===== config.mk =====
export PLATFORM = sky130hd
export DESIGN_NAME = inst_fetch_queue
export DESIGN_NICKNAME = d
export VERILOG_FILES = /design/src/rtl/inst_fetch_queue.sv
export SDC_FILE = /design/constraint.sdc
export NUM_CORES = 1
export LEC_CHECK = 0
export CAP_MARGIN = 20
export CORE_MARGIN = 1.5
export CORE_UTILIZATION = 25
export DETAILED_ROUTE_END_ITERATION = 6
export PLACE_DENSITY = 0.42
export SYNTH_ARGS = -nofsm -noshare
export SYNTH_HDL_FRONTEND = slang
export SYNTH_SLANG_ARGS = --single-unit

===== constraint.sdc =====
create_clock -name clk -period 6.03 [get_ports clk]
set_input_delay 0.9045 -clock clk [delete_from_list [all_inputs] [get_ports clk]]
set_output_delay 0.9045 -clock clk [all_outputs]
set_load 0.05 [all_outputs]

===== src/rtl/inst_fetch_queue.sv =====
// inst_fetch_queue: sequential instruction fetch with a slot-reserving response FIFO and redirect flush.
// Define FETCH_STATS_EN to add saturating fetched/flushed/stall counters.
module inst_fetch_queue #(
    parameter int                ADDR_W   = 8,
    parameter int                INST_W   = 16,
    parameter int                DEPTH    = 4,
    parameter logic [ADDR_W-1:0] RESET_PC = '0
) (
    input  logic              clk,
    input  logic              rst,
    output logic              imem_req_valid,
    input  logic              imem_req_ready,
    output logic [ADDR_W-1:0] imem_addr,
    input  logic              imem_rsp_valid,
    input  logic [INST_W-1:0] imem_rsp_data,
    output logic              inst_valid,
    input  logic              inst_ready,
    output logic [INST_W-1:0] inst_data,
    output logic [ADDR_W-1:0] inst_pc,
    output logic [ADDR_W-1:0] inst_pc_plus1,
`ifdef FETCH_STATS_EN
    output logic [15:0]       stat_fetched,
    output logic [15:0]       stat_flushed,
    output logic [15:0]       stat_stall,
`endif
    input  logic              redirect_valid,
    input  logic [ADDR_W-1:0] redirect_pc
);
    localparam int PW = $clog2(DEPTH);
    localparam int CW = PW + 1;
    localparam int DW = 8;

    logic [ADDR_W-1:0] r_fetch_pc;
    logic [CW-1:0]     r_count, r_out;
    logic [DW-1:0]     r_drop;
    logic [PW-1:0]     r_rd, r_wr, r_aq_rd, r_aq_wr;
    logic [INST_W-1:0] r_data [DEPTH];
    logic [ADDR_W-1:0] r_pc   [DEPTH];
    logic [ADDR_W-1:0] r_aq   [DEPTH];
    logic [CW:0]       w_used;
    logic              w_flush, w_issue, w_keep, w_push, w_pop;

    // Each outstanding request owns a FIFO slot, so count + outstanding bounds issue.
    assign w_flush        = rst || redirect_valid;
    assign w_used         = {1'b0, r_count} + {1'b0, r_out};
    assign imem_req_valid = !w_flush && (w_used < (CW+1)'(DEPTH));
    assign imem_addr      = r_fetch_pc;
    assign w_issue        = imem_req_valid && imem_req_ready;
    assign w_keep         = imem_rsp_valid && (r_drop == '0);
    assign w_push         = w_keep && !w_flush;
    assign inst_valid     = r_count != '0;
    assign w_pop          = inst_valid && inst_ready && !w_flush;
    assign inst_data      = inst_valid ? r_data[r_rd] : '0;
    assign inst_pc        = inst_valid ? r_pc[r_rd] : '0;
    assign inst_pc_plus1  = inst_pc + 1'b1;

    always_ff @(posedge clk) begin
        if (w_flush) begin
            r_fetch_pc <= rst ? RESET_PC : redirect_pc;
            r_count    <= '0;
            r_out      <= '0;
            r_rd       <= '0;
            r_wr       <= '0;
            r_aq_rd    <= '0;
            r_aq_wr    <= '0;
            // Requests still in memory come back later and must be discarded.
            r_drop     <= rst ? DW'(r_out) - DW'(w_keep) : r_drop + DW'(r_out) - DW'(imem_rsp_valid);
        end else begin
            r_fetch_pc <= r_fetch_pc + ADDR_W'(w_issue);
            r_out      <= r_out + CW'(w_issue) - CW'(w_keep);
            r_drop     <= r_drop - DW'(imem_rsp_valid && !w_keep);
            r_count    <= r_count + CW'(w_push) - CW'(w_pop);
            r_wr       <= r_wr + PW'(w_push);
            r_rd       <= r_rd + PW'(w_pop);
            r_aq_wr    <= r_aq_wr + PW'(w_issue);
            r_aq_rd    <= r_aq_rd + PW'(w_keep);
        end
    end

    always_ff @(posedge clk) begin
        if (w_issue) r_aq[r_aq_wr] <= r_fetch_pc;
        if (w_push) begin
            r_data[r_wr] <= imem_rsp_data;
            r_pc[r_wr]   <= r_aq[r_aq_rd];
        end
    end

`ifdef FETCH_STATS_EN
    logic [15:0] r_stat_fetched, r_stat_flushed, r_stat_stall;
    logic [16:0] w_flush_sum;

    assign w_flush_sum  = {1'b0, r_stat_flushed} + 17'(w_used);
    assign stat_fetched = r_stat_fetched;
    assign stat_flushed = r_stat_flushed;
    assign stat_stall   = r_stat_stall;

    always_ff @(posedge clk) begin
        if (rst) begin
            r_stat_fetched <= '0;
            r_stat_flushed <= '0;
            r_stat_stall   <= '0;
        end else begin
            if (w_pop && r_stat_fetched != 16'hFFFF) r_stat_fetched <= r_stat_fetched + 16'd1;
            if (inst_valid && !inst_ready && r_stat_stall != 16'hFFFF) r_stat_stall <= r_stat_stall + 16'd1;
            if (redirect_valid) r_stat_flushed <= w_flush_sum[16] ? 16'hFFFF : w_flush_sum[15:0];
        end
    end
`endif
endmodule

Word-level counts from Yosys, hierarchy flattened
Memories as Yosys holds them, arrays and structs flattened. A register that Yosys moved wholly into a read port is not among the register bits.
Index checks and enable logic that the tools add are counted.
- output and inout port bits: 42
- memory bits (writable): 128
- bits in registers: 30
- latch bits: 0
- memories: 3
- word-level logic and storage cells: 52
- ROM bits: 0
- magnitude comparators: 1
- bitwise operators: 0
- reductions and logical operators: 12
- multiplexer cells: 13
- add/sub/neg operators: 15
- shift-type cells: 0
- equality and inequality tests: 0
- $mul: 0
- divide/modulo/power cells: 0
- memory list (name ; words ; width ; rd ports ; clocked after memory_dff ; write ports ; RTL line ; source):
    r_data ; 4 ; 16 ; 1 ; 1 ; 1 ; 37 ; logic [INST_W-1:0] r_data [DEPTH];
    r_aq ; 4 ; 8 ; 1 ; 1 ; 1 ; 39 ; logic [ADDR_W-1:0] r_aq [DEPTH];
    r_pc ; 4 ; 8 ; 1 ; 1 ; 1 ; 38 ; logic [ADDR_W-1:0] r_pc [DEPTH];
- operator list (operator ; count):
    $mux 8 ; 5
    $mux 16 ; 1
    $sub 8x1->8 ; 2
    $add 2x1->2 ; 4
    $add 8x1->8 ; 1
    $add 8x1->8 const B ; 1
    $add 8x3->8 ; 1
    $logic_not 8->1 ; 1
    $logic_and 1x1->1 ; 7
    $add 3x1->3 ; 2
    $mux 2 ; 3
    $sub 3x1->3 ; 2
    $add 3x3->4 ; 1
    $lt 4x3->1 const B ; 1
    $mux 1 ; 4
    $sub 3x1->4 ; 1
    $reduce_bool 3->1 ; 1
    $logic_not 1->1 ; 2
    $logic_or 1x1->1 ; 1

Longest topological paths before layout
- depth in word-level cells: 6
- gate-level depth with buffers: 13
- gate-level depth less buffers: 13

Worst setup path after synthesis
No wires, ideal clock.
- path kind: register -> output
- start point: register r_count[1]
- end point: output inst_pc_plus1[6]
- data required time: 5.125 ns
- path slack: 1.750 ns
- arrival time: 3.375 ns
- cell stages (with the launch flop): 10
- cells stage by stage: dfxtp_1 > nor3_1 > inv_1 > clkbuf_1 > nand2_1 > inv_1 > ha_1 > nand4_1 > xor2_1 > nor2_1
- word-level cells in the longest chain between the ends: 3
- ends and longest elaborated chain (item ; RTL line ; source):
    from (decl) ; 34 ; logic [CW-1:0] r_count, r_out;
    from (signal assigned) ; 72 ; r_count <= r_count + CW'(w_push) - CW'(w_pop);
    $reduce_bool 3->1 ; 51 ; assign inst_valid = r_count != '0;
    named net inst_valid ; 16 ; output logic inst_valid,
    $mux 8 ; 54 ; assign inst_pc = inst_valid ? r_pc[r_rd] : '0;
    named net inst_pc[0] ; 19 ; output logic [ADDR_W-1:0] inst_pc,
    $add 8x1->8 ; 55 ; assign inst_pc_plus1 = inst_pc + 1'b1;
    to (decl) ; 20 ; output logic [ADDR_W-1:0] inst_pc_plus1,
The timed path passes the listed nets, and every way through them passes these cells.

==> flow_summary.ini <==
[status]
status = finished, final reports clean

[routing]
drt_pre_antenna_iters = 4
ant_nets = 0
via_per_inst = 4.15
wl_met1_mm = 6.93
route.detailed.drc = 0
highest_layer = met4
totalWireLength_mm = 14.8
wl_per_cell_microns = 15.9
met3_length_microns = 632
drt-initial-drc-count = 147
vias = 3855
dr_wl_met2_mm = 7.05

[die]
dieHeight_microns = 171
core_sq_um = 27700
dieArea_sq_um = 29100
dieWidth_microns = 171
io_pins = 72
start_util_pct = 25.3
rows = 61

[logic_synthesis]
synthAdderAreaFrac_pct = 6.74
synth_edf_count = 128
ys_seq_area_share_pct = 63.3
ys.flop_type = edfxtp_1
synthesis.nets = 519
yosysUniqueCellTypes = 46
synthXorXnorAreaFrac_pct = 3.49
syn-cell-area_sq_um = 7020
ys_async_sr_fraction_pct = 0
netlist_instances = 453
synth_compound_area_share_pct = 3.01
synth.mux.area_fraction_pct = 11.6
synth_top_family_by_area = multiplexers
yosysWarnings = 0
synthSimpleGateAreaFrac_pct = 8.50
syn_area_per_cell_sq_um = 15.5
synth-seq-cells = 158

[min_path]
min_path_type = register to register

[placement]
dp_cells = 896
port_buffers = 71
dpl.hpwl_mm = 9.78
place_congestion = 0.767

[sta]
rsz0062_at_grt = false
period_share_pct = 72.9
setup_viol = 0
finalSetupTns_ns = 0
fin_crit_ns = 4.40
max_freq_mhz = 227
worstMarginPinSlew_ns = 0.982
slew_viol_final = 0
skew_ns = 0.0116
slew_headroom_pct = 34.5
hold_viol_final = 0

[clocking]
htreeDepth = 4
clk_pin_slew_ns = 0.06
cts_buffers = 17
clock_latency_ns = 0.42
cts.sinks = 158
post-cts-setup-buffer-count = 0
cts_buffer_depth = 2
cts_tree = done
root_buffer = clkbuf_16
hold_buffers = 0
cts.repair.resized = 0

[worst_setup_path]
worstPathArrival_ns = 3.49
path_max_fanout = 26
start_kind = register
crit_type = register to output pin
cp.required_ns = 5.13
worst_setup_path_end_kind = output pin

[cells_and_area]
area_growth_pct = 24.9
fin_nets = 604
fillers = 2743
drive_gt1_share_pct = 14.5
layout_common_cells = edfxtp_1, clkdlybuf4s50_1, ha_1, inv_1, and2_1
layout_commonest_cell = edfxtp_1
diodes = 0
final_cells = 929

[power]
power_leakage_uw = 0.00302
max-vdd-ir-drop_mv = 0.128
p_per_area_nw_per_um2 = 299

[global_routing]
grt_max_degree = 27
grt_pass1_vias = 4099
overflow = 0
grt_first_pass_wirelength_mm = 23.0
track_usage_pct = 10.8
antenna_found_initial = 0

[run]
cap_violations = 0
## cells in the mapped netlist (all sizes together), types with 8 or more instances
master | instances | area, sq um
a21oi | 9 | 45.0
and2 | 35 | 225
buf | 8 | 66.3
clkbuf | 8 | 50.1
dfxtp | 30 | 601
edfxtp | 128 | 3840
ha | 33 | 413
inv | 32 | 120
mux4 | 33 | 751
nand2 | 14 | 52.6
nand3 | 9 | 45.0
nor2 | 29 | 109
o21ai | 8 | 40.0
xnor2 | 19 | 166
xor2 | 9 | 78.8
## kinds of logic (layout without fill, tap and decap cells)
logic type	Yosys count	in the layout
AO/OA/AOI/OAI	32	32
XOR/XNOR	28	28
adder cells (fa/ha/maj)	36	36
buffers and inverters	48	146
flip-flops	158	158
multiplexers	39	39
AND/OR/NAND/NOR	112	112
## report_power, final
group / switching [uW] / internal (uW)
Clock: 434 / 614
Combinational: 187 / 157
Sequential: 22.0 / 1200
Total: 642 / 1970
## flip-flops by register name (all words and copies together), names as in the netlist
signal and cells:
imem_addr 8, r_aq 32, r_aq_rd 2, r_aq_wr 2
r_count 3, r_data 64, r_drop 8, r_out 3
r_pc 32, r_rd 2, r_wr 2
## cell type report
| cell class | instances | area [sq um] | area share (%) |
|---|---|---|---|
| inverters | 32 | 120 | 1.37 |
| flip-flops and latches | 158 | 4450 | 50.7 |
| repair buffers | 82 | 793 | 9.05 |
| well taps | 378 | 473 | 5.40 |
| clock buffers | 20 | 437 | 4.98 |
| multi-input cells | 247 | 2350 | 26.9 |
| clock inverters | 12 | 139 | 1.59 |
## layer usage
metal	track usage [%]	up-vias
met5	0	-
met4	3.12	0
met3	2.85	10
met2	17.8	88
met1	13.8	1901
li1	-	1856
## worst max-delay path: stages (launching register included)
cell             delay [ns]
dfxtp_2                0.98
mux4_2                 0.62
and2_1                 0.19
ha_1                   0.22
nand2_1                0.08
xor2_1                 0.06
nor2_1                 0.11
clkdlybuf4s50_1        0.81
## worst paths after layout
check / startpoint / to / slack (ns) / cells past startpoint
setup / recovery: r_rd[0] / inst_pc_plus1[4] / 1.63 / 7
setup reg to reg: r_drop[4] / r_count[2] / 2.91 / 13
hold / removal: r_aq_wr[1] / r_aq_wr[1] / 0.55 / 2
hold reg to reg: r_aq_wr[1] / r_aq_wr[1] / 0.55 / 2
## per-stage QoR
step | instance area (sq um) | worst slack (ns) | hold WS, ns | utilization [%] | power (uW)
floorplan | 7020 | 1.75 | 0.512 | - | 1500
global placement | 8180 | 1.82 | 0.550 | 29.5 | 1600
detailed placement | 8180 | 1.73 | 0.556 | 29.5 | 1600
CTS | 8750 | 1.52 | 0.566 | 31.6 | 2650
global route | 8760 | 1.33 | 0.589 | 31.6 | 2740
finish | 8760 | 1.63 | 0.554 | 31.6 | 2620
No activity file was read; power rests on OpenSTA's default activity.
